`config.mk`:
```
export PLATFORM = sky130hd
export DESIGN_NAME = ppr_sequencer
export DESIGN_NICKNAME = d
export VERILOG_FILES = /design/src/rtl/ppr_sequencer.sv
export SDC_FILE = /design/constraint.sdc
export NUM_CORES = 1
export LEC_CHECK = 0
export CAP_MARGIN = 20
export CORE_MARGIN = 1.5
export CORE_UTILIZATION = 42
export DETAILED_ROUTE_END_ITERATION = 6
export PLACE_DENSITY = 0.76
export SKIP_CTS_REPAIR_TIMING = 1
export SLEW_MARGIN = 20
export SYNTH_ARGS = -nofsm -noshare
export SYNTH_HDL_FRONTEND = slang
export SYNTH_SLANG_ARGS = --single-unit
```
`constraint.sdc`:
```
create_clock -name clk -period 2.15 [get_ports clk]
set_clock_uncertainty 0.15 [all_clocks]
set_input_delay 0.3225 -clock clk [delete_from_list [all_inputs] [get_ports clk]]
set_output_delay 0.3225 -clock clk [all_outputs]
set_load 0.1 [all_outputs]
```
`src/rtl/ppr_sequencer.sv`:
```
// rtl/ppr_sequencer.sv - post-package-repair command sequencer for one pseudo channel request
// Issues PREA, MRS_EN, ACT, WR, PRE, MRS_EX with timing gaps, then reports completion.
module ppr_sequencer #(
   parameter int N_CH      = 32,
   parameter int ADDR_SIZE = 24,
   parameter int T_RP      = 14,
   parameter int T_MRD     = 8,
   parameter int T_RCD     = 14,
   parameter int T_HPPR    = 2000,
   parameter int T_SPPR    = 200,
   localparam int CH_W     = $clog2(N_CH)
) (
   input  logic                 clk,
   input  logic                 rst,
   input  logic                 req_valid_i,
   output logic                 req_ready_o,
   input  logic [1:0]           req_type_i,
   input  logic [ADDR_SIZE-1:0] req_addr_i,
   input  logic [CH_W-1:0]      req_ch_i,
   output logic                 cmd_valid_o,
   input  logic                 cmd_ready_i,
   output logic [2:0]           cmd_o,
   output logic [CH_W-1:0]      cmd_ch_o,
   output logic [ADDR_SIZE-1:0] cmd_addr_o,
   output logic                 done_o,
   output logic [CH_W-1:0]      done_ch_o,
   output logic                 err_o
);

   function automatic int max2(input int a, input int b);
      return (a > b) ? a : b;
   endfunction

   localparam int MAX_GAP = max2(max2(max2(T_RP, T_MRD), max2(T_RCD, T_HPPR)), T_SPPR);
   localparam int TW      = $clog2(MAX_GAP + 1);

   typedef enum logic [2:0] {
      S_IDLE   = 3'd0,
      S_ISSUE  = 3'd1,
      S_WAIT   = 3'd2,
      S_DONE   = 3'd3,
      S_REJECT = 3'd4
   } state_t;

   typedef enum logic [2:0] {
      C_NONE   = 3'd0,
      C_PREA   = 3'd1,
      C_MRS_EN = 3'd2,
      C_ACT    = 3'd3,
      C_WR     = 3'd4,
      C_PRE    = 3'd5,
      C_MRS_EX = 3'd6
   } cmd_t;

   state_t                state_q, state_d;
   cmd_t                  cmd_q, cmd_d;
   logic [TW-1:0]         timer_q, timer_d;
   logic                  hard_q;
   logic [ADDR_SIZE-1:0]  addr_q;
   logic [CH_W-1:0]       ch_q;
   logic                  latch_en;
   logic                  type_legal;
   logic [TW-1:0]         gap_m1;
   logic                  addr_cmd;

   assign type_legal = (req_type_i == 2'b01) || (req_type_i == 2'b10);

   // Timer reload is gap-1 so the next command rises exactly gap cycles after the handshake.
   always_comb begin
      gap_m1 = '0;
      unique case (cmd_q)
         C_PREA, C_PRE:     gap_m1 = TW'(T_RP - 1);
         C_MRS_EN, C_MRS_EX: gap_m1 = TW'(T_MRD - 1);
         C_ACT:             gap_m1 = TW'(T_RCD - 1);
         C_WR:              gap_m1 = hard_q ? TW'(T_HPPR - 1) : TW'(T_SPPR - 1);
         default:           gap_m1 = '0;
      endcase
   end

   always_ff @(posedge clk) begin
      if (rst) begin
         state_q <= S_IDLE;
         cmd_q   <= C_NONE;
         timer_q <= '0;
         hard_q  <= 1'b0;
         addr_q  <= '0;
         ch_q    <= '0;
      end else begin
         state_q <= state_d;
         cmd_q   <= cmd_d;
         timer_q <= timer_d;
         if (latch_en) begin
            hard_q <= (req_type_i == 2'b01);
            addr_q <= req_addr_i;
            ch_q   <= req_ch_i;
         end
      end
   end

   always_comb begin
      state_d     = state_q;
      cmd_d       = cmd_q;
      timer_d     = timer_q;
      latch_en    = 1'b0;
      req_ready_o = 1'b0;
      cmd_valid_o = 1'b0;
      done_o      = 1'b0;
      err_o       = 1'b0;
      unique case (state_q)
         S_IDLE: begin
            req_ready_o = 1'b1;
            if (req_valid_i) begin
               latch_en = 1'b1;
               if (type_legal) begin
                  state_d = S_ISSUE;
                  cmd_d   = C_PREA;
               end else begin
                  state_d = S_REJECT;
               end
            end
         end
         S_ISSUE: begin
            cmd_valid_o = 1'b1;
            if (cmd_ready_i) begin
               timer_d = gap_m1;
               if (gap_m1 == '0) begin
                  // Gap of one: skip WAIT and present the next command back-to-back.
                  if (cmd_q == C_MRS_EX) begin
                     state_d = S_DONE;
                     cmd_d   = C_NONE;
                  end else begin
                     cmd_d = cmd_t'(cmd_q + 3'd1);
                  end
               end else begin
                  state_d = S_WAIT;
               end
            end
         end
         S_WAIT: begin
            timer_d = timer_q - 1'b1;
            if (timer_q == TW'(1)) begin
               if (cmd_q == C_MRS_EX) begin
                  state_d = S_DONE;
                  cmd_d   = C_NONE;
               end else begin
                  state_d = S_ISSUE;
                  cmd_d   = cmd_t'(cmd_q + 3'd1);
               end
            end
         end
         S_DONE: begin
            done_o  = 1'b1;
            state_d = S_IDLE;
         end
         S_REJECT: begin
            done_o  = 1'b1;
            err_o   = 1'b1;
            state_d = S_IDLE;
         end
         default: begin
            state_d = S_IDLE;
            cmd_d   = C_NONE;
         end
      endcase
   end

   assign addr_cmd   = (cmd_q == C_ACT) || (cmd_q == C_WR) || (cmd_q == C_PRE);
   assign cmd_o      = cmd_valid_o ? cmd_q : 3'd0;
   assign cmd_ch_o   = ch_q;
   assign cmd_addr_o = (cmd_valid_o && addr_cmd) ? addr_q : '0;
   assign done_ch_o  = done_o ? ch_q : '0;

endmodule

```
==> metrics.txt, run 1 <==
RSZ-0062 raised after global routing yes; Design Area, Final approximately 4100 um2; clock buffer depth 2; Power Density roughly 680 nW/um2; final setup vio count 25; register area around 950 um2; largest cells by area after synthesis dfxtp_1, nand2_1, a21oi_1; fmax 0.456 GHz; Post-synth top flop dfxtp_1; Lkg Pwr roughly 0.0016 uW; htree depth 2; core footprint 5570 um2; Tightest Hold Check Type reg2reg; Final Max Tran Viols 0; chip width 79.5 um; failing checks setup timing; Synth async-reset ratio 0%; worst reg2reg path depth 4; Slew @ Worst Pin roughly 0.64 ns; gpl congestion ~0.86; Setup crit start kind flop; max-capacitance violation count 0; WHS 0.307 ns; critical register-to-register path startpoint timer_q[5]; number of flops mapped to enable cells by yosys 0; xor/xnor share of the synthesized area 0%; Simple-Gate Fraction of Synth Area roughly a third; crit share post-route 102%; All-Layer GR Usage between 20% and 30%; max_slew headroom a little under three fifths; synth unique cells 42; number of port buffers 75; remaining antenna violation count 0; antenna cell count 0; Final HPWL DP ~5.1 mm; peak supply drop just over 0.0004 V; total power about 2800 uW; Net Count, Synth 364; share of cells above drive strength 1 34.7%; final WL 7.37 mm; Nets 450; Hold Path Depth 2; Worst-path clk slew roughly 0.09 ns; Post-Place Cell Area roughly 3900 um2; wire per inst roughly 15 um; fin crit period 2.19 ns; outcome complete, but fails checks; Synth Instances 325; R2R Path End cmd_q[1]; cell with the most instances after synthesis nand2_1; Mapped Area around 2500 um2; CTS tree done; CP endpoint kind primary output; Final Hold Fails 0; site row count 27; cell taking the most area after synthesis dfxtp_1; mux contribution to synthesized area 0%; number of CTS-inserted buffers 5; Seq cells post-synth 47; initial antenna violation count 0; fillers about 420; Die ar. 6330 um2; sequential-to-total area share from yosys stat between 30% and 40%; Ys Warns 0; share of the synthesized area in the top cell type roughly two fifths; vias in the first global route 2,594; Final WS setup -0.0438 ns; Die H 79.5 um; Placed Cells incl. Taps ~470; Ports between 70 and 80; DRC Markers 0; vias per std cell 5.44; area occupied by multi-input gates about 1600 um2; min-delay src addr_q[14]; clk_lat worst skew around 0.3 ns; Clock Tree Root clkbuf_8; DRT iter0 DRCs around 170; Setup Total Neg Slack -0.659 ns; synth cell count leaders nand2_1, dfxtp_1, a21oi_1; global route total overflow 0; worst reg2reg setup slack about 0.020 ns; largest net degree at the start of global routing 48; vias around 2,600; global-route wire length before repair ~12 mm; Starting Density between 40 and 50%; Crit Path Max Fanout 12; hold worst-path end addr_q[14]; main combinational cell family by area after synthesis simple AND/OR/NAND/NOR gates; CTS sink cnt 47; mean area per synthesized cell around 7.6 um2; Post-Synth Adder-Cell Area 2.03%; Synth-to-Final Area Change 66.2%; CP required around 1.7 ns; DRT Pass-1 Iters 4; final non-filler cell total approximately 480; Synth Area in Compound Gates between 20 and 25%; Setup CP Type reg2out; Worst EP arrival roughly 1.7 ns
power breakdown:
group / switching, uW / internal [uW] / total, uW
combinational: 693 / 476 / 1170
sequential: 70.4 / 972 / 1040
clock: 307 / 264 / 571
total: 1070 / 1710 / 2780
how the worst max path moves through the flow:
stage	startpoint	end	slack [ns]	cells after the start
CTS	cmd_q[2]	cmd_addr_o[1]	-0.14	6
finish	state_q[2]	cmd_addr_o[10]	-0.04	5
floorplan	state_q[1]	cmd_o[0]	-0.08	4
detailed placement	req_type_i[1]	cmd_q[1]	-0.11	7
global route	state_q[2]	cmd_addr_o[3]	-0.09	5
global placement	req_type_i[1]	cmd_q[1]	-0.04	7
area by class of cell:
cell class                 instances  area share, %
multi-input combinational        242           37.9
timing repair buffer             104           33.2
sequential                        47           23.2
tap                               72           2.20
clock buffer                       7           2.11
inverter                          11           1.16
clock inverter                     1          0.214
worst max-delay path, stage by stage, from the launching register on:
cell and delay, ns:
dfxtp_2 0.33, or3b_4 0.42, nor2_4 0.16, buf_8 0.17, and2_4 0.16, buf_12 0.17
flip-flops by register name, summed over array words and instances (netlist names):
name,cells
hard_q,1
state_q,3
addr_q,24
timer_q,11
cmd_ch_o,5
cmd_q,3
stage by stage:
step	setup slack, ns	utilization, %
2_1_floorplan	-0.0805	-
3_3_place_gp	-0.0396	69.5
3_5_place_dp	-0.112	69.5
4_1_cts	-0.138	71.2
5_1_grt	-0.0905	73.4
6_report	-0.0438	73.4
kinds of logic (layout without fill, tap and decap cells):
kind of cell    count (synthesis)  count (layout)
fa+ha+maj                       4               4
simple gates                  152             152
buf+inv                        36             123
compound gates                 86              86
flops                          47              47
layout by cell type, fill, tap and decap left out, drive strengths merged, types with 2 or more instances in the layout:
master          n
o41ai           2
or3b            3
a21o            3
nor3           12
nor4            4
buf            70
a211oi          2
dfxtp          47
nor2           13
a221oi          6
a21oi          46
nor3b           4
inv            10
o31ai           3
nand2          63
nand4           3
or4             3
o41a            2
clkbuf          7
ha              4
and4b           2
nor2b           3
o21ai          12
clkdlybuf4s50  34
nand2b          3
and3            2
and2           32
per-layer routing:
layer	GRT usage, %	up-vias	part of all wire [%]
met5	0	-	0
met4	8.07	0	2.2
met3	4.80	17	5.0
met2	40.6	82	50
met1	27.3	1235	42
li1	-	1300	-
Note: power is estimated with default switching activity, not from simulation.
==> run 2: changes to the inputs <==
--- a/config.mk
+++ b/config.mk
@@ -6,10 +6,10 @@
 export NUM_CORES = 1
 export LEC_CHECK = 0
 export CAP_MARGIN = 20
+export CORE_ASPECT_RATIO = 1.75
 export CORE_MARGIN = 1.5
-export CORE_UTILIZATION = 42
+export CORE_UTILIZATION = 28
 export DETAILED_ROUTE_END_ITERATION = 6
-export PLACE_DENSITY = 0.76
 export SKIP_CTS_REPAIR_TIMING = 1
 export SLEW_MARGIN = 20
 export SYNTH_ARGS = -nofsm -noshare
==> metrics.txt, run 2 (same netlist as run 1, synthesis figures left out) <==
outcome complete, but fails checks; failing checks setup timing; largest delay contributor family on the critical path simple AND/OR/NAND/NOR gates; Final HPWL DP 5.57 mm (+9.9%); RSZ-0062 raised after global routing yes; most frequent cells in the layout nand2_1, a21oi_1, dfxtp_1, buf_12, clkdlybuf4s50_1; vias in the first global route 2,452 (-5.5%); worst reg2reg path depth 7 (+3); chip width 73.9 um (-7.1%); DRT iter0 DRCs 132 (-20%); Layout Utilization 49.0% (-24 points); WP buf/inv 2 (unchanged); Levels on crit path 5 (unchanged); Starting Density 28.6% (-16 points); part of the power in combinational logic 37.8% (-4.2 points); Hold Path Depth 2 (unchanged); Crit Path Max Fanout 12 (unchanged); Clock Tree Root clkbuf_16; Lkg Pwr 0.00162 uW (+3.3%); crit share post-route 102% (about the same); fmax 0.455 GHz (about the same); R2R Path End timer_q[10]; peak supply drop 0.000358 V (-12%); remaining antenna violation count 0 (unchanged); Synth-to-Final Area Change 71.7%; DRT Pass-1 Iters 4 (unchanged); site row count 45 (+67%); min-delay src addr_q[1]; Power Density 734 nW/um2 (+7.8%); core footprint 8610 um2 (+55%); Final Hold Fails 0 (unchanged); clock buffer depth 2 (unchanged); final WL 7.54 mm (+2.2%); most common cell after layout, fill and taps aside nand2_1; CP endpoint kind primary output; Cell Chain, Critical Path or3b_4, nor2_4, clkbuf_16, and2_4, buf_12; Setup crit start kind flop; gpl congestion 0.841 (-2.2%); Net Sw Power 1100 uW (+3.1%); Die H 127 um (+60%); Reg power frac 33.4% (-4.1 points); met2 wire length 4.13 mm (+11%); critical register-to-register path startpoint timer_q[1]; largest net degree at the start of global routing 48 (unchanged); Slew @ Worst Pin 0.503 ns (-0.141 ns); vias 2,614 (-0.76%); Tightest Hold Check Type reg2reg; CTS sink cnt 47 (unchanged); met3 WL 273 um (-27%); number of port buffers 75 (unchanged); max-capacitance violation count 0 (unchanged); Setup CP Type reg2out; final setup vio count 24 (-4.0%); htree depth 2 (unchanged); Die ar. 9380 um2 (+48%); wire per inst 14.2 um (-7.0%); share of cells above drive strength 1 33.0% (-1.7 points); number of CTS-inserted buffers 5 (unchanged); Final Max Tran Viols 0 (unchanged); Clk pwr share 28.8% (+8.3 points); Worst-path clk slew 0.07 ns (-0.02 ns); max_slew headroom 66.4% (+9.5 points); CTS tree done; sw frac 35.6% (-2.9 points); max layer used met4; Final WS setup -0.0454 ns (-0.00163 ns); Ports 76 (unchanged); hold worst-path end addr_q[1]; Nets 453 (+0.67%); global route total overflow 0 (unchanged); fin crit period 2.20 ns (+0.00163 ns); Worst path max stage delay 0.40 ns (-0.02 ns); Internal Power 2000 uW (+17%); max FFs per register 24 (unchanged); antenna cell count 0 (unchanged); WHS 0.302 ns (-0.00561 ns); global-route wire length before repair 11.6 mm (+0.30%); CP required 1.68 ns (about the same); clk_lat worst skew 0.29 ns (about the same); Largest Register addr_q; worst reg2reg setup slack 0.10 ns (+0.08 ns); Worst EP arrival 1.72 ns (about the same); All-Layer GR Usage 15.7% (-7.3 points); initial antenna violation count 0 (unchanged); M1 wire length 2.91 mm (-6.8%); CP max-delay cell or3b_4; DRC Markers 0 (unchanged); vias per std cell 4.91 (-9.7%)
## run 2: cell count changes in the layout (fill, tap and decap cells not counted), moves of 2 or more
cell,before,now
and2_4,31,27
or4_4,2,0
clkbuf_16,0,6
and2_2,0,4
dfxtp_2,6,1
ha_1,2,4
buf_6,2,0
or4_1,1,3
clkbuf_8,6,0
dfxtp_1,41,45
buf_4,29,33
## run 2: metrics by stage
step	setup WS [ns]	TNS [ns]	cell area (um2)	total power [uW]	instances
final	-0.0454	-0.762	4220	3100	532
after global routing	-0.110	-2.48	4220	3270	532
after CTS	-0.177	-4.23	4140	3100	528
after detailed placement	-0.0778	-0.195	3970	2200	520
after global placement	-0.0419	-0.0673	3970	2180	520
after floorplan	-0.0805	-1.37	2650	1830	325
## run 2: how the worst max path moves through the flow
| stage | from | end | slack, ns |
|---|---|---|---|
| 2_1_floorplan | state_q[1] | cmd_o[0] | -0.08 |
| 4_1_cts | state_q[0] | cmd_addr_o[2] | -0.18 |
| 3_3_place_gp | req_type_i[1] | cmd_q[1] | -0.04 |
| 5_1_grt | state_q[0] | cmd_addr_o[2] | -0.11 |
| 3_5_place_dp | req_type_i[1] | cmd_q[1] | -0.08 |
| 6_report | state_q[0] | cmd_addr_o[19] | -0.05 |
## run 2: per-layer routing
layer / vias to the layer above / GRT usage, %
met5: - / 0
met4: 0 / 6.43
met3: 14 / 2.68
met2: 69 / 29.5
met1: 1222 / 16.6
li1: 1309 / -
## run 2: worst min-delay path, stage by stage (launching register included)
cell and delay, ns:
dfxtp_1 0.31, nand2_1 0.05, a21oi_1 0.05
## run 2: final cells by class
class	count	area (um2)
well taps	117	146
flip-flops and latches	47	946
inverters	11	47.5
clock buffers	5	125
fillers	809	4390
clock inverters	3	46.3
repair buffers	107	1390
multi-input cells	242	1520
## run 2: power by group through the flow
stage	Combinational (uW)	Sequential [uW]	Clock, uW
after CTS	1150	1030	925
after global placement	1130	1050	0
after floorplan	712	1110	0
final	1170	1040	892
after detailed placement	1140	1050	0
after global routing	1260	1050	958
==> run 3: changes to the inputs <==
--- a/config.mk
+++ b/config.mk
@@ -8,7 +8,7 @@
 export CAP_MARGIN = 20
 export CORE_ASPECT_RATIO = 1.75
 export CORE_MARGIN = 1.5
-export CORE_UTILIZATION = 28
+export CORE_UTILIZATION = 30
 export DETAILED_ROUTE_END_ITERATION = 6
 export SKIP_CTS_REPAIR_TIMING = 1
 export SLEW_MARGIN = 20
==> metrics.txt, run 3 (same netlist as run 1, synthesis figures left out) <==
failing checks DRC, setup timing; min-delay src addr_q[0]; vias in the first global route 2,456 (+0.16%); initial antenna violation count 0 (unchanged); most frequent cells in the layout nand2_1, a21oi_1, dfxtp_1, buf_12, clkdlybuf4s50_1; DRT iter0 DRCs 189 (+43%); global route total overflow 0 (unchanged); Hold Path Depth 2 (unchanged); Die ar. 8770 um2 (-6.4%); max_slew headroom 60.0% (-6.4 points); Starting Density 30.9% (+2.3 points); Cell Chain, Critical Path or3b_4, nor2_4, buf_12, and2_2, buf_12; RSZ-0062 raised after global routing yes; site row count 43 (-4.4%); DRC Markers 11 (+11); max-capacitance violation count 0 (unchanged); number of CTS-inserted buffers 5 (unchanged); max FFs per register 24 (unchanged); htree depth 2 (unchanged); CTS sink cnt 47 (unchanged); Ports 76 (unchanged); peak supply drop 0.000469 V (+31%); CP endpoint kind primary output; Die H 123 um (-3.3%); global-route wire length before repair 11.9 mm (+2.5%); largest delay contributor family on the critical path simple AND/OR/NAND/NOR gates; fillers 773 (-4.4%); fin crit period 2.18 ns (-0.0204 ns); wire per inst 14.5 um (+2.5%); Clock Tree Root clkbuf_16; CTS tree done; WHS 0.300 ns (-0.00174 ns); share of cells above drive strength 1 33.8% (+0.80 points); vias per std cell 5.19 (+5.6%); largest net degree at the start of global routing 48 (unchanged); Worst-path clk slew 0.07 ns (about the same); gpl congestion 0.876 (+4.1%); clock buffer depth 2 (unchanged); remaining antenna violation count 0 (unchanged); Final WS setup -0.0251 ns (+0.0204 ns); CP required 1.68 ns (about the same); R2R Path End timer_q[5]; total power 3020 uW (-2.6%); chip width 71.5 um (-3.2%); crit share post-route 101% (-0.95 points); DRT Pass-1 Iters 7 (+3); core footprint 7960 um2 (-7.6%); final setup vio count 5 (-79%); hold worst-path end addr_q[0]; Crit Path Max Fanout 24 (+12); Final Max Tran Viols 0 (unchanged); critical register-to-register path startpoint timer_q[0]; number of port buffers 75 (unchanged); worst reg2reg path depth 4 (-3); All-Layer GR Usage 17.2% (+1.4 points); CP max-delay cell or3b_4; Placed Cells incl. Taps 494 (-5.0%); Largest Register addr_q; Top cell by count, worst path buf_12; Power Density 727 nW/um2 (-0.96%); Final HPWL DP 5.39 mm (-3.1%); vias 2,614 (unchanged); final non-filler cell total 504 (-5.3%); clk_lat worst skew 0.28 ns (about the same); outcome complete, but fails checks; Worst EP arrival 1.70 ns (-0.02 ns); antenna cell count 0 (unchanged); Worst path max stage delay 0.42 ns (+0.02 ns); most common cell after layout, fill and taps aside nand2_1; Tightest Hold Check Type reg2reg; worst reg2reg setup slack 0.09 ns (about the same); Synth-to-Final Area Change 68.9%; Lkg Pwr 0.00160 uW (-1.5%); Slew @ Worst Pin 0.598 ns (+0.0947 ns); Setup crit start kind flop; WP buf/inv 2 (unchanged); Setup CP Type reg2out; fmax 0.460 GHz (+0.94%); final WL 7.32 mm (-2.9%); Final Hold Fails 0 (unchanged); Nets 452 (-0.22%)
==> run 3: metal layers <==
metal | part of all wire, % | routed length (um) | track usage [%] | vias to the layer above
met5 | 0 | 0 | 0 | -
li1 | - | - | - | 1306
met3 | 5.1 | 375 | 2.55 | 14
met4 | 3.1 | 226 | 7.19 | 0
met2 | 52 | 3780 | 30.3 | 73
met1 | 40 | 2940 | 20.4 | 1221
==> run 3: power breakdown <==
| group | total [uW] | switching (uW) | leakage, uW | internal, uW |
|---|---|---|---|---|
| sequential | 1030 | 57.7 | 0.000386 | 971 |
| clock | 812 | 347 | 0.0000731 | 465 |
| combinational | 1180 | 705 | 0.00114 | 473 |
==> run 3: layout make-up <==
class                   count  area [um2]  share of cell area [%]
clock buffers               6         139                    3.34
clock inverters             2        16.3                   0.392
inverters                  11        47.5                    1.14
multi-input cells         242        1530                    36.9
flip-flops and latches     47         945                    22.7
well taps                  90         113                    2.71
repair buffers            106        1360                    32.7
==> run 3: worst min-delay path, cell delays in order (launching register included) <==
cell	delay, ns
dfxtp_1	0.31
nand2_1	0.05
a21oi_1	0.05
==> run 3: worst max path at each step <==
stage	start	end	slack [ns]	cells past startpoint
after global routing	state_q[2]	cmd_addr_o[1]	-0.08	5
after floorplan	state_q[1]	cmd_o[0]	-0.08	4
after CTS	timer_q[1]	cmd_q[0]	-0.16	6
after detailed placement	timer_q[1]	cmd_q[0]	-0.16	6
after global placement	timer_q[1]	cmd_q[0]	-0.06	6
final	state_q[2]	cmd_addr_o[1]	-0.03	5
==> run 3: through the flow <==
| stage | TNS [ns] | setup WS, ns | util (%) | area, um2 |
|---|---|---|---|---|
| after floorplan | -1.37 | -0.0805 | - | 2650 |
| after global placement | -0.163 | -0.0648 | 49.4 | 3930 |
| after detailed placement | -0.386 | -0.161 | 49.4 | 3930 |
| after CTS | -3.25 | -0.163 | 51.3 | 4090 |
| after global routing | -1.22 | -0.0751 | 52.2 | 4150 |
| final | -0.0585 | -0.0251 | 52.2 | 4150 |
